File: src/rtl/dsp_pkg.sv
// Shared DSP definitions: data width, 4-ASK slice codes, meter FSM states
// and a saturation helper used by the MER meter datapath.
package dsp_pkg;

    localparam int unsigned DATA_W = 18;          // 1s17 sample / metric width
    localparam int unsigned LVL_W  = DATA_W + 2;  // holds +-3r/2 for any r
    localparam int unsigned DIFF_W = DATA_W + 3;  // dec_var - level without wrap

    typedef logic [1:0] slc_t;

    localparam slc_t SLC_M3 = 2'b00;
    localparam slc_t SLC_M1 = 2'b01;
    localparam slc_t SLC_P1 = 2'b10;
    localparam slc_t SLC_P3 = 2'b11;

    typedef enum logic {
        ST_ACQ   = 1'b0,
        ST_TRACK = 1'b1
    } meter_state_t;

    // Clamp a DIFF_W signed value into the DATA_W signed range.
    function automatic logic signed [DATA_W-1:0] sat_data(input logic signed [DIFF_W-1:0] x);
        if ((&x[DIFF_W-1:DATA_W-1]) || !(|x[DIFF_W-1:DATA_W-1])) begin
            return x[DATA_W-1:0];
        end else if (x[DIFF_W-1]) begin
            return {1'b1, {(DATA_W-1){1'b0}}};
        end else begin
            return {1'b0, {(DATA_W-1){1'b1}}};
        end
    endfunction

endpackage

File: src/rtl/ask4_slicer.sv
// 4-ASK slicer and level reconstruction (purely combinational).
// Ports:
//   dec_var  - decision variable, signed 1s17
//   ref_lvl  - reference level r, signed 1s17
//   slice_c  - decided symbol code (SLC_M3..SLC_P3)
//   level_c  - reconstructed level: -3h, -h, +h, +3h with h = r >>> 1
module ask4_slicer
    import dsp_pkg::*;
(
    input  logic signed [DATA_W-1:0] dec_var,
    input  logic signed [DATA_W-1:0] ref_lvl,
    output slc_t                     slice_c,
    output logic signed [LVL_W-1:0]  level_c
);

    logic signed [LVL_W-1:0] dv_w;
    logic signed [LVL_W-1:0] ref_w;
    logic signed [LVL_W-1:0] half;
    logic signed [LVL_W-1:0] three_half;

    // Thresholds at -r, 0, +r; each region maps to one reconstructed level.
    always_comb begin
        dv_w       = LVL_W'(dec_var);
        ref_w      = LVL_W'(ref_lvl);
        half       = ref_w >>> 1;
        three_half = half + (half <<< 1);
        slice_c    = SLC_M3;
        level_c    = -three_half;
        if (dv_w < -ref_w) begin
            slice_c = SLC_M3;
            level_c = -three_half;
        end else if (dv_w < LVL_W'(0)) begin
            slice_c = SLC_M1;
            level_c = -half;
        end else if (dv_w < ref_w) begin
            slice_c = SLC_P1;
            level_c = half;
        end else begin
            slice_c = SLC_P3;
            level_c = three_half;
        end
    end

endmodule

File: src/rtl/mer_meter.sv
// MER meter for a 4-ASK receiver: picks the symbol-phase sample from a
// 4-deep delay line, slices it, and over windows of 2^ACC_LOG2 symbols
// averages |dec_var| (new reference level) and the squared decision error.
// Optional feature macro: MER_METER_ERR_MEAN_EN adds the err_mean output.
// Ports:
//   sys_clk, reset         - clock, synchronous active-high reset
//   sam_clk_en, sym_clk_en - sample / symbol strobes (sym on every 4th sample)
//   mf_in                  - matched-filter output, signed 1s17
//   phase_sel              - tap (0..3 samples of delay) loaded as dec_var
//   clr                    - restart the current measurement window
//   dec_var, slice, err    - decision variable, decided code, decision error
//   ref_lvl, err_sq_avg    - window-average |dec_var| and squared error
//   win_done, locked       - window-end pulse, first-window-completed flag
//   err_mean               - window-average error (only with the macro)
module mer_meter
    import dsp_pkg::*;
#(
    parameter int unsigned              ACC_LOG2 = 10,
    parameter logic signed [DATA_W-1:0] REF_INIT = 18'sd65536
)(
    input  logic                     sys_clk,
    input  logic                     reset,
    input  logic                     sam_clk_en,
    input  logic                     sym_clk_en,
    input  logic signed [DATA_W-1:0] mf_in,
    input  logic [1:0]               phase_sel,
    input  logic                     clr,
    output logic signed [DATA_W-1:0] dec_var,
    output slc_t                     slice,
    output logic signed [DATA_W-1:0] err,
    output logic signed [DATA_W-1:0] ref_lvl,
    output logic [DATA_W-1:0]        err_sq_avg,
    output logic                     win_done,
    output logic                     locked
`ifdef MER_METER_ERR_MEAN_EN
    ,
    output logic signed [DATA_W-1:0] err_mean
`endif
);

    localparam int unsigned ACC_W = DATA_W + ACC_LOG2;
    localparam int unsigned CNT_W = ACC_LOG2 + 1;
    localparam logic [CNT_W-1:0] CNT_LAST = CNT_W'((1 << ACC_LOG2) - 1);

    meter_state_t state_q;
    meter_state_t state_d;
    logic         locked_d;

    logic signed [DATA_W-1:0] dly1, dly2, dly3;
    logic signed [DATA_W-1:0] tap_c;
    logic                     acc_en;

    logic signed [LVL_W-1:0]    level_c;
    logic signed [DATA_W-1:0]   err_c;
    logic signed [2*DATA_W-1:0] prod_c;
    logic [DATA_W-1:0]          mag_c;
    logic [DATA_W-1:0]          sq_c;

    logic [ACC_W-1:0] mag_acc, sq_acc;
    logic [ACC_W-1:0] mag_sum_c, sq_sum_c, mag_avg_c;
    logic [CNT_W-1:0] cnt;
    logic             win_end_c;
    logic signed [DATA_W-1:0] ref_new_c;
    logic [DATA_W-1:0]        sq_avg_new_c;

    // Tap 0 is the live input; taps 1..3 are the registered history.
    always_comb begin
        tap_c = mf_in;
        case (phase_sel)
            2'd0:    tap_c = mf_in;
            2'd1:    tap_c = dly1;
            2'd2:    tap_c = dly2;
            default: tap_c = dly3;
        endcase
    end

    ask4_slicer u_slicer (
        .dec_var (dec_var),
        .ref_lvl (ref_lvl),
        .slice_c (slice),
        .level_c (level_c)
    );

    // Per-symbol error, magnitude and squared-error contributions.
    always_comb begin
        err_c  = sat_data(DIFF_W'(dec_var) - DIFF_W'(level_c));
        prod_c = err_c * err_c;
        sq_c   = DATA_W'(prod_c >> (DATA_W - 1));
        // Two's-complement negate also yields 2^17 correctly for the most negative input.
        mag_c  = dec_var[DATA_W-1] ? DATA_W'(-dec_var) : DATA_W'(dec_var);
    end

    // Window sums including the current symbol, and the averages taken from them.
    always_comb begin
        mag_sum_c = mag_acc + ACC_W'(mag_c);
        sq_sum_c  = sq_acc + ACC_W'(sq_c);
        mag_avg_c = mag_sum_c >> ACC_LOG2;
        win_end_c = acc_en && !clr && (cnt == CNT_LAST);
        if (|mag_avg_c[ACC_W-1:DATA_W-1]) begin
            ref_new_c = {1'b0, {(DATA_W-1){1'b1}}};
        end else begin
            ref_new_c = DATA_W'(mag_avg_c);
        end
        sq_avg_new_c = DATA_W'(sq_sum_c >> ACC_LOG2);
    end

    // Acquisition FSM: leaves ACQ on the first completed window.
    always_comb begin
        state_d  = state_q;
        locked_d = 1'b0;
        case (state_q)
            ST_ACQ:   if (win_end_c) state_d = ST_TRACK;
            ST_TRACK: state_d = ST_TRACK;
            default:  state_d = ST_ACQ;
        endcase
        locked_d = (state_d == ST_TRACK);
    end

    always_ff @(posedge sys_clk) begin
        if (reset) begin
            state_q <= ST_ACQ;
            locked  <= 1'b0;
        end else begin
            state_q <= state_d;
            locked  <= locked_d;
        end
    end

    // Delay line, decision variable and error pipeline.
    always_ff @(posedge sys_clk) begin
        if (reset) begin
            dly1    <= '0;
            dly2    <= '0;
            dly3    <= '0;
            dec_var <= '0;
            acc_en  <= 1'b0;
            err     <= '0;
        end else begin
            if (sam_clk_en) begin
                dly1 <= mf_in;
                dly2 <= dly1;
                dly3 <= dly2;
            end
            if (sym_clk_en) begin
                dec_var <= tap_c;
            end
            acc_en <= sym_clk_en;
            if (acc_en) begin
                err <= err_c;
            end
        end
    end

    // Window accumulators; clr takes priority over a coinciding symbol.
    always_ff @(posedge sys_clk) begin
        if (reset) begin
            mag_acc    <= '0;
            sq_acc     <= '0;
            cnt        <= '0;
            ref_lvl    <= REF_INIT;
            err_sq_avg <= '0;
            win_done   <= 1'b0;
        end else begin
            win_done <= win_end_c;
            if (clr) begin
                mag_acc <= '0;
                sq_acc  <= '0;
                cnt     <= '0;
            end else if (acc_en) begin
                if (cnt == CNT_LAST) begin
                    mag_acc    <= '0;
                    sq_acc     <= '0;
                    cnt        <= '0;
                    ref_lvl    <= ref_new_c;
                    err_sq_avg <= sq_avg_new_c;
                end else begin
                    mag_acc <= mag_sum_c;
                    sq_acc  <= sq_sum_c;
                    cnt     <= cnt + CNT_W'(1);
                end
            end
        end
    end

`ifdef MER_METER_ERR_MEAN_EN
    logic signed [ACC_W-1:0] em_acc;
    logic signed [ACC_W:0]   em_wide_c;
    logic signed [ACC_W-1:0] em_sum_c;

    // Saturating signed error sum; mean is its arithmetic shift.
    always_comb begin
        em_wide_c = (ACC_W+1)'(em_acc) + (ACC_W+1)'(err_c);
        if (em_wide_c[ACC_W] != em_wide_c[ACC_W-1]) begin
            em_sum_c = {em_wide_c[ACC_W], {(ACC_W-1){~em_wide_c[ACC_W]}}};
        end else begin
            em_sum_c = em_wide_c[ACC_W-1:0];
        end
    end

    always_ff @(posedge sys_clk) begin
        if (reset) begin
            em_acc   <= '0;
            err_mean <= '0;
        end else if (clr) begin
            em_acc <= '0;
        end else if (acc_en) begin
            if (cnt == CNT_LAST) begin
                em_acc   <= '0;
                err_mean <= DATA_W'(em_sum_c >>> ACC_LOG2);
            end else begin
                em_acc <= em_sum_c;
            end
        end
    end
`endif

endmodule

File: config.mk
export PLATFORM = sky130hd
export DESIGN_NAME = mer_meter
export DESIGN_NICKNAME = d
export VERILOG_FILES = /design/src/rtl/dsp_pkg.sv /design/src/rtl/ask4_slicer.sv /design/src/rtl/mer_meter.sv
export SDC_FILE = /design/constraint.sdc
export NUM_CORES = 1
export LEC_CHECK = 0
export CORE_MARGIN = 5
export CORE_UTILIZATION = 60
export DETAILED_ROUTE_END_ITERATION = 8
export PLACE_DENSITY = 0.79
export SLEW_MARGIN = 20
export SYNTH_ARGS = -nofsm -noshare
export SYNTH_HDL_FRONTEND = slang
export SYNTH_SLANG_ARGS = --single-unit
File: constraint.sdc
create_clock -name sys_clk -period 17.02 [get_ports sys_clk]
set_clock_uncertainty 0.05 [all_clocks]
set_input_delay 3.404 -clock sys_clk [delete_from_list [all_inputs] [get_ports sys_clk]]
set_output_delay 3.404 -clock sys_clk [all_outputs]
set_load 0.05 [all_outputs]
==> impl_metrics.env, run 1 <==
export IMPL_tightest_slew_ns=0.967
export IMPL_clock_sinks=195
export IMPL_synth_distinct_cells=74
export IMPL_yosysTopAreaCell="fa_1"
export IMPL_slew_headroom=0.353
export IMPL_clock_latency_ns=0.47
export IMPL_synthArstFlopShare=0
export IMPL_diodes=0
export IMPL_slowest_stage="a21oi_2"
export IMPL_fin_util=0.658
export IMPL_cts_clk_slew_worst_paths_ns=0.08
export IMPL_setup_viol=0
export IMPL_critPathLaunchType="register"
export IMPL_totalWireLength_um=64300
export IMPL_antenna_found_initial=0
export IMPL_postRouteAntennaNets=0
export IMPL_hold_path_class="reg -> reg"
export IMPL_finalHoldViolCount=0
export IMPL_dp_hpwl_um=50700
export IMPL_grt_pass1_vias=20756
export IMPL_synth_yosys_warnings=0
export IMPL_track_usage=0.298
export IMPL_synth_area_mm2=0.0239
export IMPL_grt_pass1_wl_um=106000
export IMPL_drc_errors=0
export IMPL_place_congestion=1.00
export IMPL_maxCapViolCount=0
export IMPL_path_class="reg -> reg"
export IMPL_synth_area_leaders="fa_1 (25%), dfxtp_1 (16%), ha_1 (12%), inv_1 (6.8%), nor2_1 (5.0%)"
export IMPL_crit_top_cell="inv_1"
export IMPL_critPathBufInv=10
export IMPL_overflow=0
export IMPL_port_buffers=99
export IMPL_root_buffer="clkbuf_16"
export IMPL_dr_total_vias=19661
export IMPL_synth_nets=3297
export IMPL_synth_edf_count=0
export IMPL_cts_max_path_buffers=2
export IMPL_crit_arrival_ns=16.47
export IMPL_first_pass_iters=5
export IMPL_mostFrequentLayoutCells="inv_1 (427), nor2_1 (316), fa_1 (294)"
export IMPL_wl_per_cell_um=19.2
export IMPL_start_util=0.603
export IMPL_synth_area_per_cell_um2=8.66
export IMPL_status="finished, final reports clean"
export IMPL_min_period_ns=16.11
export IMPL_dieWidth_um=209
export IMPL_rows=73
export IMPL_critPathTopFamily="compound AO/OA/AOI/OAI gates"
export IMPL_post_route_period_util=0.947
export IMPL_die_h_um=209
export IMPL_die_area_mm2=0.0439
export IMPL_vias_per_cell=5.88
export IMPL_synth_top_area_share=0.247
export IMPL_endpoint_kind="register"
export IMPL_cts_made_buffers=17
export IMPL_ys_seq_area_frac=0.164
export IMPL_synth_ff_type="dfxtp_1"
export IMPL_hold_buffers=0
export IMPL_cts_tree="done"
export IMPL_slowest_delay_ns=0.56
export IMPL_core_area_mm2=0.0395
export IMPL_ys_seq_elements=195
export IMPL_syn2layout_area_growth_pct=9.12
export IMPL_drv_slew=0
export IMPL_drtIter0Drc=1539
export IMPL_grt_max_degree=88
export IMPL_fmax_mhz=62.1
export IMPL_syn_instance_count=2755
export IMPL_worstPathRequired_ns=17.38
export IMPL_drive_gt1_frac=0.0497
export IMPL_crit_fanout=19
export IMPL_htreeDepth=4
export IMPL_nets=3348
export IMPL_fillers=3188
export IMPL_final_common_cell="inv_1"
export IMPL_ioPinCount=101
[flip-flops by register name (all words and copies together), names as in the netlist]
name / count
ref_lvl: 17
err: 18
sq_acc: 28
cnt: 11
dec_var: 18
acc_en: 1
win_done: 1
dly3: 18
dly1: 18
mag_acc: 28
err_sq_avg: 18
state_q: 1
dly2: 18
[synth_stat cells (20+ instances only)]
library cell / number
fa_1: 294
a21oi_1: 133
inv_1: 430
ha_1: 223
nor2_1: 319
nand3_1: 52
clkbuf_1: 87
mux2i_1: 90
a21o_1: 56
a211oi_1: 31
o21ai_0: 66
a31oi_1: 22
and3_1: 20
nand2_1: 230
dfxtp_1: 195
nor3_1: 33
xnor2_1: 111
xor2_1: 57
[cell families (layout without fill, tap and decap cells)]
kind of cell	count (synthesis)	in the layout	synth area share
simple gates	775	775	0.143
buf+inv	538	602	0.0852
fa+ha+maj	517	517	0.364
compound gates	450	450	0.126
flops	195	195	0.164
xor+xnor	168	168	0.0617
mux	111	111	0.0562
other cells	1	1	0.000157
[stage by stage]
step | cells | setup slack, ns | instance area (um^2) | hold WS (ns) | setup TNS, ns
after global routing | 3344 | -0.00316 | 26000 | 0.439 | -0.00316
after floorplan | 2755 | 2.20 | 23900 | 0.371 | 0
after detailed placement | 3310 | 0.335 | 25400 | 0.406 | 0
after CTS | 3342 | 0.229 | 25900 | 0.417 | 0
final | 3344 | 0.909 | 26000 | 0.414 | 0
after global placement | 3310 | 0.761 | 25400 | 0.379 | 0
[layer usage]
metal	GRT usage	share of wire	vias to the layer above
met2	0.509	0.49	781
met1	0.370	0.39	9543
met4	0.133	0.049	0
met5	0	0	-
met3	0.0544	0.073	196
li1	-	-	9141
[worst reg2reg max path, delay by kind of cell (launching register included)]
family,cells,cell delay [ns]
multiplexers,1,0.27
flip-flops,1,0.38
AO/OA/AOI/OAI,25,5.37
buffers and inverters,10,1.43
AND/OR/NAND/NOR,13,3.48
adder cells (fa/ha/maj),12,4.71
XOR/XNOR,1,0.37
[area by class of cell]
| class | instances | area (um^2) | area share |
|---|---|---|---|
| repair buffers | 135 | 1250 | 0.0482 |
| flip-flops and latches | 195 | 3910 | 0.150 |
| clock inverters | 15 | 164 | 0.00630 |
| clock buffers | 17 | 425 | 0.0163 |
| multi-input cells | 2022 | 18000 | 0.691 |
| inverters | 435 | 1640 | 0.0632 |
| well taps | 525 | 657 | 0.0252 |
[path summary, 6_finish.rpt]
check | from | depth (start not counted) | slack [ns] | endpoint
setup / recovery | ref_lvl[1] | 62 | 0.91 | sq_acc[22]
hold / removal | err_sq_avg[3] | 2 | 0.41 | err_sq_avg[3]
setup reg to reg | ref_lvl[1] | 62 | 0.91 | sq_acc[22]
hold reg to reg | err_sq_avg[3] | 2 | 0.41 | err_sq_avg[3]
[timing repair]
item / in CTS / in global routing
setup buffers: 0 / 2
hold endpoints to repair: 0 / 0
endpoints found under the setup margin: 0 / 34
gates resized for setup: 0 / 17
Power of run 1 is not shown: default switching activity piles up to over one toggle a cycle in this logic, so the estimate is an artifact.
==> inputs of run 2 (changes only) <==
==> constraint.sdc (replaced) <==
create_clock -name sys_clk -period 18.2 [get_ports sys_clk]
set_clock_uncertainty 0.05 [all_clocks]
set_input_delay 3.64 -clock sys_clk [delete_from_list [all_inputs] [get_ports sys_clk]]
set_output_delay 3.64 -clock sys_clk [all_outputs]
set_load 0.05 [all_outputs]
==> run 2 against run 1 <==
  * Hold slack got worse by 0.011 ns
  * Cell area decreased by 0.35%
  * Sequential share of layout area increased by 0.053 points
  * Maximum frequency decreased by 5.2%
  * Flip-flop and latch count unchanged
  * Global-route usage decreased by 0.56 points
  * Via count increased by 0.18%
  * Register-to-register slack improved by 0.30 ns
  * Utilization decreased by 0.23 points
  * Wire length decreased by 0.15%
  * Setup slack improved by 0.30 ns
==> impl_metrics.env, run 2 (synthesis results as in run 1) <==
export IMPL_status="finished, final reports clean"
export IMPL_cts_made_buffers=17
export IMPL_slowest_stage="o41ai_1"
export IMPL_worst_hold_slack_ns=0.403
export IMPL_syn2layout_area_growth_pct=8.74
export IMPL_overflow=0
export IMPL_placed_cells=3291
export IMPL_drive_gt1_frac=0.0429
export IMPL_root_buffer="clkbuf_16"
export IMPL_final_common_cell="inv_1"
export IMPL_ioPinCount=101
export IMPL_fillers=3258
export IMPL_clock_sinks=195
export IMPL_tightest_slew_ns=1.13
export IMPL_cts_max_path_buffers=2
export IMPL_mostFrequentLayoutCells="inv_1 (429), nor2_1 (316), fa_1 (294)"
export IMPL_setup_viol=0
export IMPL_nets=3329
export IMPL_endpoint_kind="register"
export IMPL_fmax_mhz=58.9
export IMPL_drc_errors=0
export IMPL_tns_ns=0
export IMPL_diodes=0
export IMPL_place_congestion=1.02
export IMPL_multi_input_area_mm2=0.0180
export IMPL_grt_setup_unrepaired="no"
export IMPL_grt_pass1_wl_um=104000
export IMPL_core_area_mm2=0.0395
export IMPL_worstPathRequired_ns=18.56
export IMPL_crit_fanout=19
export IMPL_slew_headroom=0.246
export IMPL_die_h_um=209
export IMPL_rows=73
export IMPL_seq_area_mm2=0.00391
export IMPL_slowest_delay_ns=0.83
export IMPL_final_cells=3325
export IMPL_min_period_ns=16.99
export IMPL_first_pass_iters=5
export IMPL_grt_max_degree=108
export IMPL_postRouteAntennaNets=0
export IMPL_dr_total_vias=19697
export IMPL_setup_ws_ns=1.21
export IMPL_hold_path_class="reg -> reg"
export IMPL_cts_clk_slew_worst_paths_ns=0.08
export IMPL_maxCapViolCount=0
export IMPL_post_route_period_util=0.933
export IMPL_drtIter0Drc=1438
export IMPL_htreeDepth=4
export IMPL_crit_arrival_ns=17.35
export IMPL_critPathLaunchType="register"
export IMPL_start_util=0.603
export IMPL_finalHoldViolCount=0
export IMPL_track_usage=0.293
export IMPL_antenna_found_initial=0
export IMPL_hold_buffers=0
export IMPL_grt_pass1_vias=20448
export IMPL_totalWireLength_um=64200
export IMPL_pre_cts_ws_ns=0.963
export IMPL_vias_per_cell=5.92
export IMPL_die_area_mm2=0.0439
export IMPL_dieWidth_um=209
export IMPL_port_buffers=99
export IMPL_dp_hpwl_um=50600
export IMPL_clock_latency_ns=0.47
export IMPL_wl_per_cell_um=19.3
export IMPL_reg_top3="mag_acc: 28 flops, sq_acc: 28 flops"
export IMPL_cts_tree="done"
export IMPL_path_class="reg -> reg"
export IMPL_drv_slew=0
[run 2: routing by layer]
layer / part of all wire / global-route usage / wire length, um
met5: 0 / 0 / 0
met4: 0.042 / 0.122 / 2680
met3: 0.069 / 0.0498 / 4450
met2: 0.50 / 0.510 / 31900
met1: 0.39 / 0.361 / 25200
[run 2: layout make-up]
cell class                      count  area share
Clock buffer                       17      0.0164
Clock inverter                     15     0.00916
Timing Repair Buffer              116      0.0428
Sequential cell                   195       0.151
Multi-Input combinational cell   2022       0.692
Tap cell                          525      0.0253
Inverter                          435      0.0634
[run 2: final timing paths]
path | from | slack (ns) | cells past startpoint | endpoint
worst min register to register | cnt[10] | 0.40 | 2 | cnt[10]
worst min-delay path | cnt[10] | 0.40 | 2 | cnt[10]
worst max-delay path | ref_lvl[3] | 1.21 | 62 | sq_acc[20]
worst max register to register | ref_lvl[3] | 1.21 | 62 | sq_acc[20]
[run 2: worst max-delay path, delay by kind of cell, from the launching register on]
family / cells / cell delay (ns)
flops: 1 / 0.52
simple gates: 11 / 2.27
fa+ha+maj: 11 / 4.53
buf+inv: 8 / 0.99
mux: 2 / 0.76
compound gates: 28 / 7.35
xor+xnor: 2 / 0.42
[run 2: metrics by stage]
| stage | utilization | cell area, um^2 |
|---|---|---|
| 6_report | 0.656 | 25900 |
| 5_1_grt | 0.656 | 25900 |
| 4_1_cts | 0.654 | 25900 |
| 3_5_place_dp | 0.638 | 25200 |
| 3_3_place_gp | 0.638 | 25200 |
| 2_1_floorplan | - | 23900 |
[run 2: what timing repair did]
item                                    4_1_cts  5_1_grt
endpoints found under the hold margin         0        0
endpoints found under the setup margin        0       16
buffers inserted                              0        2
gates resized for setup                       0       11
Power of run 2 is left out for the same reason.
==> inputs of run 3 (changes only) <==
--- a/config.mk
+++ b/config.mk
@@ -7,9 +7,12 @@
 export LEC_CHECK = 0
 export CORE_MARGIN = 5
 export CORE_UTILIZATION = 60
+export CTS_CLUSTER_DIAMETER = 120
 export DETAILED_ROUTE_END_ITERATION = 8
 export PLACE_DENSITY = 0.79
+export SKIP_LAST_GASP = 1
 export SLEW_MARGIN = 20
 export SYNTH_ARGS = -nofsm -noshare
 export SYNTH_HDL_FRONTEND = slang
+export SYNTH_HIERARCHICAL = 1
 export SYNTH_SLANG_ARGS = --single-unit
==> run 3 against run 2 <==
  * First-iteration DRC count down 4.8%
  * Register-to-register slack better by 0.28 ns
  * Critical endpoint is now sq_acc[27]
  * Synthesized cell count up 6.0%
  * Setup slack better by 0.28 ns
  * Cell area up 3.9%
  * Die area up 4.2%
  * Highest routed layer unchanged
  * Flip-flop and latch count unchanged
  * Critical path depth down 2
  * Maximum frequency up 1.7%
==> impl_metrics.env, run 3 <==
export IMPL_critPathBufInv=9
export IMPL_post_cts_buffers=0
export IMPL_postRouteAntennaNets=0
export IMPL_slowest_stage="o31ai_2"
export IMPL_mostFrequentLayoutCells="inv_1 (473), fa_1 (294), nor2_1 (292)"
export IMPL_synth_area_leaders="fa_1 (24%), dfxtp_1 (16%), ha_1 (11%), inv_1 (7.1%), nor2_1 (4.4%)"
export IMPL_synth_compound_area_share=0.135
export IMPL_synth_distinct_cells=97
export IMPL_clock_sinks=195
export IMPL_grt_setup_unrepaired="no"
export IMPL_synth_most_common_cell="inv_1"
export IMPL_hold_path_class="reg -> reg"
export IMPL_final_common_cell="inv_1"
export IMPL_cts_made_buffers=17
export IMPL_dieWidth_um=214
export IMPL_drive_gt1_frac=0.0572
export IMPL_synth_yosys_warnings=6
export IMPL_synth_top_family_by_area="adder cells"
export IMPL_slew_headroom=0.281
export IMPL_path_class="reg -> reg"
export IMPL_status="finished, final reports clean"
export IMPL_critPathLaunchType="register"
export IMPL_cts_tree="done"
export IMPL_maxCapViolCount=0
export IMPL_clock_latency_ns=0.46
export IMPL_reg_top3="mag_acc: 28 flops, sq_acc: 28 flops"
export IMPL_root_buffer="clkbuf_16"
export IMPL_synth_simple_area_share=0.156
export IMPL_synthTopCellsByCount="inv_1 (473), fa_1 (294), nor2_1 (293), nand2_1 (257), ha_1 (224)"
export IMPL_synth_top_area_share=0.236
export IMPL_ys_seq_elements=195
export IMPL_port_buffers=99
export IMPL_hold_buffers=0
export IMPL_place_congestion=1.04
export IMPL_wl_per_cell_um=20.0
export IMPL_ioPinCount=101
export IMPL_drv_slew=0
export IMPL_start_util=0.609
export IMPL_core_area_mm2=0.0409
export IMPL_synthArstFlopShare=0
export IMPL_first_pass_iters=5
export IMPL_synth_edf_count=0
export IMPL_synth_ff_type="dfxtp_1"
export IMPL_nets=3504
export IMPL_dr_total_vias=20971
export IMPL_die_area_mm2=0.0457
export IMPL_tns_ns=0
export IMPL_setup_ws_ns=1.49
export IMPL_yosysTopAreaCell="fa_1"
export IMPL_crit_fanout=33
export IMPL_vias_per_cell=5.98
export IMPL_totalWireLength_um=70000
export IMPL_syn_instance_count=2919
export IMPL_drc_errors=0
export IMPL_antenna_found_initial=0
export IMPL_finalHoldViolCount=0
export IMPL_dpl_instance_area_mm2=0.0263
export IMPL_fmax_mhz=59.8
export IMPL_crit_arrival_ns=17.04
export IMPL_post_route_period_util=0.918
export IMPL_grt_pass1_wl_um=113000
export IMPL_rows=74
export IMPL_worstPathRequired_ns=18.53
export IMPL_finalInstanceArea_mm2=0.0269
export IMPL_dp_hpwl_um=55700
export IMPL_synth_xor_area_frac=0.0580
export IMPL_fillers=3379
export IMPL_cts_clk_slew_worst_paths_ns=0.09
export IMPL_syn2layout_area_growth_pct=8.15
export IMPL_track_usage=0.312
export IMPL_endpoint_kind="register"
export IMPL_synth_area_per_cell_um2=8.54
export IMPL_synth_area_mm2=0.0249
export IMPL_synth_mux_area_frac=0.0533
export IMPL_diodes=0
export IMPL_htreeDepth=4
export IMPL_grt_max_degree=92
export IMPL_synthAdderAreaFrac=0.349
export IMPL_min_period_ns=16.71
export IMPL_grt_pass1_vias=21770
export IMPL_critPathTopFamily="compound AO/OA/AOI/OAI gates"
export IMPL_drtIter0Drc=1369
export IMPL_setup_viol=0
export IMPL_ys_seq_area_frac=0.157
export IMPL_overflow=0
export IMPL_slowest_delay_ns=0.70
export IMPL_cts_max_path_buffers=2
export IMPL_worst_hold_slack_ns=0.396
export IMPL_pre_cts_ws_ns=1.71
export IMPL_tightest_slew_ns=1.07
export IMPL_cts_resized=0
export IMPL_die_h_um=214
[run 3: changes by cell type after synthesis, sizes merged, moves of 8 or more]
cell	change
a31oi	-8
a221oi	-13
nor2	-19
buf	+17
nand3	+15
o21ai	+22
clkbuf	-21
inv	+64
mux2i	-8
nand2b	+10
nor3	+10
nand2	+30
a21oi	+29
[run 3: cell type report]
type | count | area [um^2] | area share
Clock buffer | 17 | 425 | 0.0158
Timing Repair Buffer | 120 | 1140 | 0.0423
Tap cell | 532 | 666 | 0.0247
Inverter | 498 | 1870 | 0.0694
Clock inverter | 15 | 215 | 0.00799
Multi-Input combinational cell | 2129 | 18700 | 0.695
Sequential cell | 195 | 3910 | 0.145
[run 3: path summary, 6_finish.rpt]
path	to	slack, ns	cells after the start	startpoint
setup / recovery	sq_acc[27]	1.49	60	ref_lvl[2]
hold / removal	cnt[10]	0.40	2	cnt[10]
setup reg to reg	sq_acc[27]	1.49	60	ref_lvl[2]
hold reg to reg	cnt[10]	0.40	2	cnt[10]
[run 3: tightest hold or removal path, delay by kind of cell, from the launching register on]
kind / cells / cell delay (ns)
compound gates: 1 / 0.03
flops: 1 / 0.32
simple gates: 1 / 0.05
[run 3: cell families (layout without fill, tap and decap cells)]
family | after synthesis | after routing
AO/OA/AOI/OAI | 498 | 498
XOR/XNOR | 164 | 164
adder cells (fa/ha/maj) | 518 | 518
buffers and inverters | 597 | 650
flip-flops | 195 | 195
multiplexers | 109 | 109
other | 1 | 3
AND/OR/NAND/NOR | 837 | 837
[run 3: metal layers]
metal	share of wire	track usage	vias up
li1	-	-	9646
met1	0.38	0.378	10282
met2	0.48	0.528	833
met3	0.068	0.0518	210
met4	0.066	0.177	0
met5	0	0	-
[run 3: per-stage QoR]
step	instances	util
2_1_floorplan	2921	-
3_3_place_gp	3474	0.643
3_5_place_dp	3474	0.643
4_1_cts	3506	0.658
5_1_grt	3506	0.658
6_report	3506	0.658
Power of run 3 is left out for the same reason.
